[config.mk]
export PLATFORM = sky130hd
export DESIGN_NAME = swan_kat_bist
export DESIGN_NICKNAME = d
export VERILOG_FILES = /design/src/rtl/swan_kat_bist.sv
export SDC_FILE = /design/constraint.sdc
export NUM_CORES = 2
export LEC_CHECK = 0
export CORE_AREA = 2 2 614 616
export DETAILED_ROUTE_END_ITERATION = 8
export DIE_AREA = 0 0 616 618
export PLACE_DENSITY = 0.3
export SLEW_MARGIN = 20
export SYNTH_ARGS = -nofsm -noshare
export SYNTH_HDL_FRONTEND = slang
export SYNTH_SLANG_ARGS = --single-unit
export TNS_END_PERCENT = 100
[constraint.sdc]
create_clock -name clk -period 53.6 [get_ports clk]
set_input_delay 8.04 -clock clk [delete_from_list [all_inputs] [get_ports clk]]
set_output_delay 8.04 -clock clk [all_outputs]
set_load 0.03 [all_outputs]
[src/rtl/swan_kat_bist.sv]
// swan_kat_bist: known-answer-test sequencer for a serial SWAN cipher core.
// Walks an external, combinational vector ROM and drives the core through
// encrypt, decrypt or round-trip checks. It accumulates an aggregate pass/fail,
// a saturating failure count and the index of the first failing vector.
module swan_kat_bist #(
  parameter int unsigned BLOCK_SIZE = 256,
  parameter int unsigned KEY_SIZE   = 256,
  parameter int unsigned NUM_VEC    = 4,
  parameter int unsigned IDX_W      = 8,
  parameter int unsigned TIMEOUT    = 1023
) (
  input  logic                  clk,
  input  logic                  rst,
  input  logic                  bist_start,
  input  logic [1:0]            mode,
  output logic [IDX_W-1:0]      vec_idx,
  input  logic [KEY_SIZE-1:0]   vec_key,
  input  logic [BLOCK_SIZE-1:0] vec_pt,
  input  logic [BLOCK_SIZE-1:0] vec_ct,
  output logic                  core_start,
  output logic                  core_dec,
  output logic [KEY_SIZE-1:0]   core_key,
  output logic [BLOCK_SIZE-1:0] core_inp,
  input  logic                  core_ready,
  input  logic [BLOCK_SIZE-1:0] core_out,
  output logic                  busy,
  output logic                  done,
  output logic                  pass,
  output logic                  timeout,
  output logic [IDX_W:0]        err_cnt,
  output logic [IDX_W-1:0]      first_fail
);

  localparam int unsigned CNT_W = 16;
  localparam logic [CNT_W-1:0] WAIT_LAST = CNT_W'(TIMEOUT - 1);
  localparam logic [IDX_W-1:0] LAST_IDX  = IDX_W'(NUM_VEC - 1);

  typedef enum logic [2:0] {
    S_IDLE,
    S_ISSUE,
    S_WAIT,
    S_CHECK,
    S_NEXT,
    S_DONE
  } state_t;

  state_t                r_state;
  logic                  r_rt;        // round-trip run (mode 2 or 3)
  logic                  r_fix_dec;   // fixed phase for single-direction runs
  logic                  r_phase;     // 0 = encrypt phase, 1 = decrypt phase
  logic [CNT_W-1:0]      r_wait_cnt;
  logic [BLOCK_SIZE-1:0] r_result;

  logic [IDX_W-1:0]      r_vec_idx;
  logic                  r_core_start;
  logic                  r_core_dec;
  logic [KEY_SIZE-1:0]   r_core_key;
  logic [BLOCK_SIZE-1:0] r_core_inp;
  logic                  r_busy;
  logic                  r_done;
  logic                  r_pass;
  logic                  r_timeout;
  logic [IDX_W:0]        r_err_cnt;
  logic [IDX_W-1:0]      r_first_fail;

  logic [BLOCK_SIZE-1:0] w_expected;
  logic                  w_mismatch;
  logic [IDX_W:0]        w_err_inc;
  logic                  w_first_err;
  logic                  w_last_vec;
  logic [BLOCK_SIZE-1:0] w_issue_inp;

  // Compare target, saturating error increment and next core input block.
  always_comb begin
    w_expected  = r_phase ? vec_pt : vec_ct;
    w_mismatch  = (r_result != w_expected);
    w_err_inc   = (r_err_cnt == '1) ? r_err_cnt : r_err_cnt + 1'b1;
    w_first_err = (r_err_cnt == '0);
    w_last_vec  = (r_vec_idx == LAST_IDX);
    w_issue_inp = vec_pt;
    if (r_phase) begin
      w_issue_inp = r_rt ? r_result : vec_ct;
    end
  end

  // Sequencer FSM with all outputs registered.
  always_ff @(posedge clk or posedge rst) begin
    if (rst) begin
      r_state      <= S_IDLE;
      r_rt         <= 1'b0;
      r_fix_dec    <= 1'b0;
      r_phase      <= 1'b0;
      r_wait_cnt   <= '0;
      r_result     <= '0;
      r_vec_idx    <= '0;
      r_core_start <= 1'b0;
      r_core_dec   <= 1'b0;
      r_core_key   <= '0;
      r_core_inp   <= '0;
      r_busy       <= 1'b0;
      r_done       <= 1'b0;
      r_pass       <= 1'b0;
      r_timeout    <= 1'b0;
      r_err_cnt    <= '0;
      r_first_fail <= '0;
    end else begin
      r_core_start <= 1'b0;
      unique case (r_state)
        S_IDLE, S_DONE: begin
          if (bist_start) begin
            r_rt         <= mode[1];
            r_fix_dec    <= (mode == 2'd1);
            r_phase      <= (mode == 2'd1);
            r_vec_idx    <= '0;
            r_err_cnt    <= '0;
            r_first_fail <= '0;
            r_timeout    <= 1'b0;
            r_pass       <= 1'b0;
            r_done       <= 1'b0;
            r_busy       <= 1'b1;
            r_state      <= S_ISSUE;
          end
        end
        // Key/input are registered here from the ROM, so the start pulse is
        // launched together with them and is visible in the first WAIT cycle.
        S_ISSUE: begin
          r_core_key   <= vec_key;
          r_core_inp   <= w_issue_inp;
          r_core_dec   <= r_phase;
          r_core_start <= 1'b1;
          r_wait_cnt   <= '0;
          r_state      <= S_WAIT;
        end
        S_WAIT: begin
          if (core_ready) begin
            r_result <= core_out;
            r_state  <= S_CHECK;
          end else if (r_wait_cnt == WAIT_LAST) begin
            r_timeout <= 1'b1;
            r_err_cnt <= w_err_inc;
            if (w_first_err) begin
              r_first_fail <= r_vec_idx;
            end
            r_busy  <= 1'b0;
            r_done  <= 1'b1;
            r_pass  <= 1'b0;
            r_state <= S_DONE;
          end else begin
            r_wait_cnt <= r_wait_cnt + 1'b1;
          end
        end
        S_CHECK: begin
          if (w_mismatch) begin
            r_err_cnt <= w_err_inc;
            if (w_first_err) begin
              r_first_fail <= r_vec_idx;
            end
          end
          if (r_rt && !r_phase) begin
            r_phase <= 1'b1;
            r_state <= S_ISSUE;
          end else begin
            r_state <= S_NEXT;
          end
        end
        S_NEXT: begin
          if (w_last_vec) begin
            r_busy  <= 1'b0;
            r_done  <= 1'b1;
            r_pass  <= (r_err_cnt == '0) && !r_timeout;
            r_state <= S_DONE;
          end else begin
            r_vec_idx <= r_vec_idx + 1'b1;
            r_phase   <= r_fix_dec;
            r_state   <= S_ISSUE;
          end
        end
        default: r_state <= S_IDLE;
      endcase
    end
  end

  assign vec_idx    = r_vec_idx;
  assign core_start = r_core_start;
  assign core_dec   = r_core_dec;
  assign core_key   = r_core_key;
  assign core_inp   = r_core_inp;
  assign busy       = r_busy;
  assign done       = r_done;
  assign pass       = r_pass;
  assign timeout    = r_timeout;
  assign err_cnt    = r_err_cnt;
  assign first_fail = r_first_fail;

endmodule

==> results.toml <==
[outcome]
status = "complete, no violations"

[routing]
wl_met2_mm = 179
drt_iter0_markers = 3165
m1WireLength_mm = 177
dr.pass1.iters = 6
wl_met3_mm = 33.5
routed_wl_mm = 401
avgRoutedWirePerCell_um = 36.4
vias = 41676
postRouteAntennaNets = 0
vias_per_cell = 3.79
routed.top_layer = "met5"
drc = 0

[setup_path]
rr_endpoint = "err_cnt[8]"
cp.arrival_ns = 12.97
cp-end-kind = "register"
slowest_delay_ns = 0.97
crit_top_cell = "nand4_1"
path_max_fanout = 8
required_ns = 54.31
r2r_start = "r_phase"
crit_path_start_kind = "primary input"
crit_type = "primary input to register"
rrSetupSlack_ns = 46.74
cp_cell_sequence = "clkdlybuf4s50_1, mux2i_1, o2bb2ai_1, nor4_1, nand4_1, nor4_2, nand4_1, or2_1, a32o_1"
r2r_cells = 11
startpoint = "vec_pt[193]"
endpoint = "err_cnt[8]"
critical-path-slowest-cell = "nor4_1"

[place]
gp_congestion = 0.899
portBuffers = 1572
hpwl_mm = 338
placed_area_mm2 = 0.0635
placedCellCount = 10703

[sta]
tns_ns = 0
fin_crit_sh_pct = 22.9
rsz0062_at_grt = "no"
fin_worst_skew_ns = 0.0524
fin_crit_ns = 12.26
max_slew_margin_pct = 17.4
setup_viol = 0
fmax_ghz = 0.0815
whs_ns = 0.470
finalMaxSlewViolations = 0
worst_pin_slew_ns = 1.20
hold_violations = 0

[power_and_ir_drop]
p_clk_share_pct = 19.2
powerDensity_mw_per_mm2 = 69.7
totalPowerFinal_w = 0.00475
power_leakage_nw = 27.6
ir_drop_mv = 0.0274
combPwrFrac_pct = 54.1
power.internal_w = 0.00232
switching_share_pct = 51.1
p_sw_w = 0.00242
p_seq_share_pct = 26.7

[clocking]
cts_setup_buffers = 0
post_cts_resized = 0
cts_hold_buf = 0
cts_sinks = 821
cts-root-buf = "clkbuf_16"
clk_latency_ns = 0.85
clkSlewWorstSetupHoldPaths_ns = 0.06
cts_buffer_depth = 4
cts_buffers = 136
tritoncts = "done"
cts_max_level = 4

[floorplanning]
ios = 1573
die-area_mm2 = 0.381
die_w_um = 616
rows = 225
coreArea_mm2 = 0.374
dieHeight_um = 618
initial_core_util_pct = 11.1

[cells_and_area]
final_cells = 11009
fin_area_mm2 = 0.0680
fillers = 41391
syn_to_final_growth_pct = 63.5
fin_nets = 6883
drive_gt1_share_pct = 10.6

[synthesis]
syn-num-nets = 5331
synth_top_cell_by_area = "dfrtp_1"
synth_edf_count = 0
synth.distinct_cells = 65
ys_top_cells_by_area = "dfrtp_1, mux2i_1, nand2_1, mux2_2, o21ai_0"
synthCells = 4295
synth-seq-cells = 821
synthArstFlopShare_pct = 100
ys_warn_count = 0
syn_area_mm2 = 0.0416
synth_flop_cell = "dfrtp_1"
yosys-top-cells-count = "nand2_1, dfrtp_1, mux2i_1"
synth_area_per_cell_um2 = 9.69
seq_area_frac_synth_pct = 49.4
yosys.cell_count.top_type = "nand2_1"
yosysTopAreaCellShare_pct = 49.4

[grt]
first_global_vias = 41712
grt.total_usage_pct = 20.4
grt_overflow = 0
grt_max_degree = 110
antenna_found_initial = 363
grt_pass1_wl_mm = 501

[min_path]
min_path_type = "register to register"
worstHoldPathCells = 2
min_from = "core_key[157]"

[run]
cap_violations = 0
[cell type report]
| cell class | count | area (um2) | area share (%) |
|---|---|---|---|
| clock buffers | 193 | 3930 | 5.77 |
| inverters | 27 | 124 | 0.182 |
| flip-flops and latches | 821 | 20600 | 30.2 |
| well taps | 4994 | 6250 | 9.18 |
| clock inverters | 38 | 378 | 0.555 |
| repair buffers | 1684 | 16600 | 24.4 |
| multi-input cells | 3177 | 20000 | 29.4 |
| diodes | 75 | 188 | 0.276 |
[cells in the final DEF, fill, tap and decap left out, drive strengths merged, types with 72 or more instances in the layout]
cell type	n
clkbuf	193
buf	112
clkdlybuf4s50	1572
mux2i	515
mux2	261
nor2	301
diode	75
dfrtp	821
o21ai	279
nor4	72
xnor2	140
a21oi	270
nand2	1062
[metal layers]
| metal | vias to the layer above | track usage, % |
|---|---|---|
| met5 | - | 0 |
| met4 | 142 | 4.47 |
| met3 | 669 | 6.50 |
| met2 | 1896 | 32.4 |
| met1 | 20917 | 26.8 |
| li1 | 18052 | - |
[metrics by stage]
step	util, %	worst slack [ns]
final	18.2	41.34
after global placement	17.0	40.30
after detailed placement	17.0	40.70
after global routing	18.2	41.45
after floorplan	-	22.50
after CTS	18.1	41.64
[power by group through the flow]
| stage | Clock [W] | Combinational (W) | Sequential [W] |
|---|---|---|---|
| 2_1_floorplan | 0 | 0.000934 | 0.00147 |
| 3_3_place_gp | 0 | 0.00262 | 0.00127 |
| 3_5_place_dp | 0 | 0.00262 | 0.00128 |
| 4_1_cts | 0.000950 | 0.00263 | 0.00127 |
| 5_1_grt | 0.000966 | 0.00271 | 0.00131 |
| 6_report | 0.000909 | 0.00257 | 0.00127 |
[worst max-delay path: cells and delay by family]
family	cells	cell delay, ns
AOI/OAI and AO/OA	2	0.76
buffers and inverters	1	0.48
muxes	1	0.71
and+or+nand+nor	5	2.94
[registers in the layout, summed over array words and instances (netlist names), 3 cells and up]
register	flops
core_inp	256
core_key	256
err_cnt	9
first_fail	8
r_result	256
r_state	3
r_wait_cnt	16
vec_idx	8
[kinds of logic after synthesis]
family	after synthesis	share of synthesized area, %
XOR/XNOR	156	3.28
AO/OA/AOI/OAI	718	9.86
adder cells (fa/ha/maj)	6	0.180
buffers and inverters	297	3.12
multiplexers	776	19.4
AND/OR/NAND/NOR	1521	14.7
flip-flops	821	49.4
[worst min path at each step]
stage	endpoint	slack, ns
5_1_grt	core_key[229]	0.49
2_1_floorplan	r_fix_dec	0.48
3_5_place_dp	core_key[217]	0.46
6_report	core_key[157]	0.47
3_3_place_gp	core_key[157]	0.46
4_1_cts	core_key[217]	0.48
No activity file was read; power rests on OpenSTA's default activity.
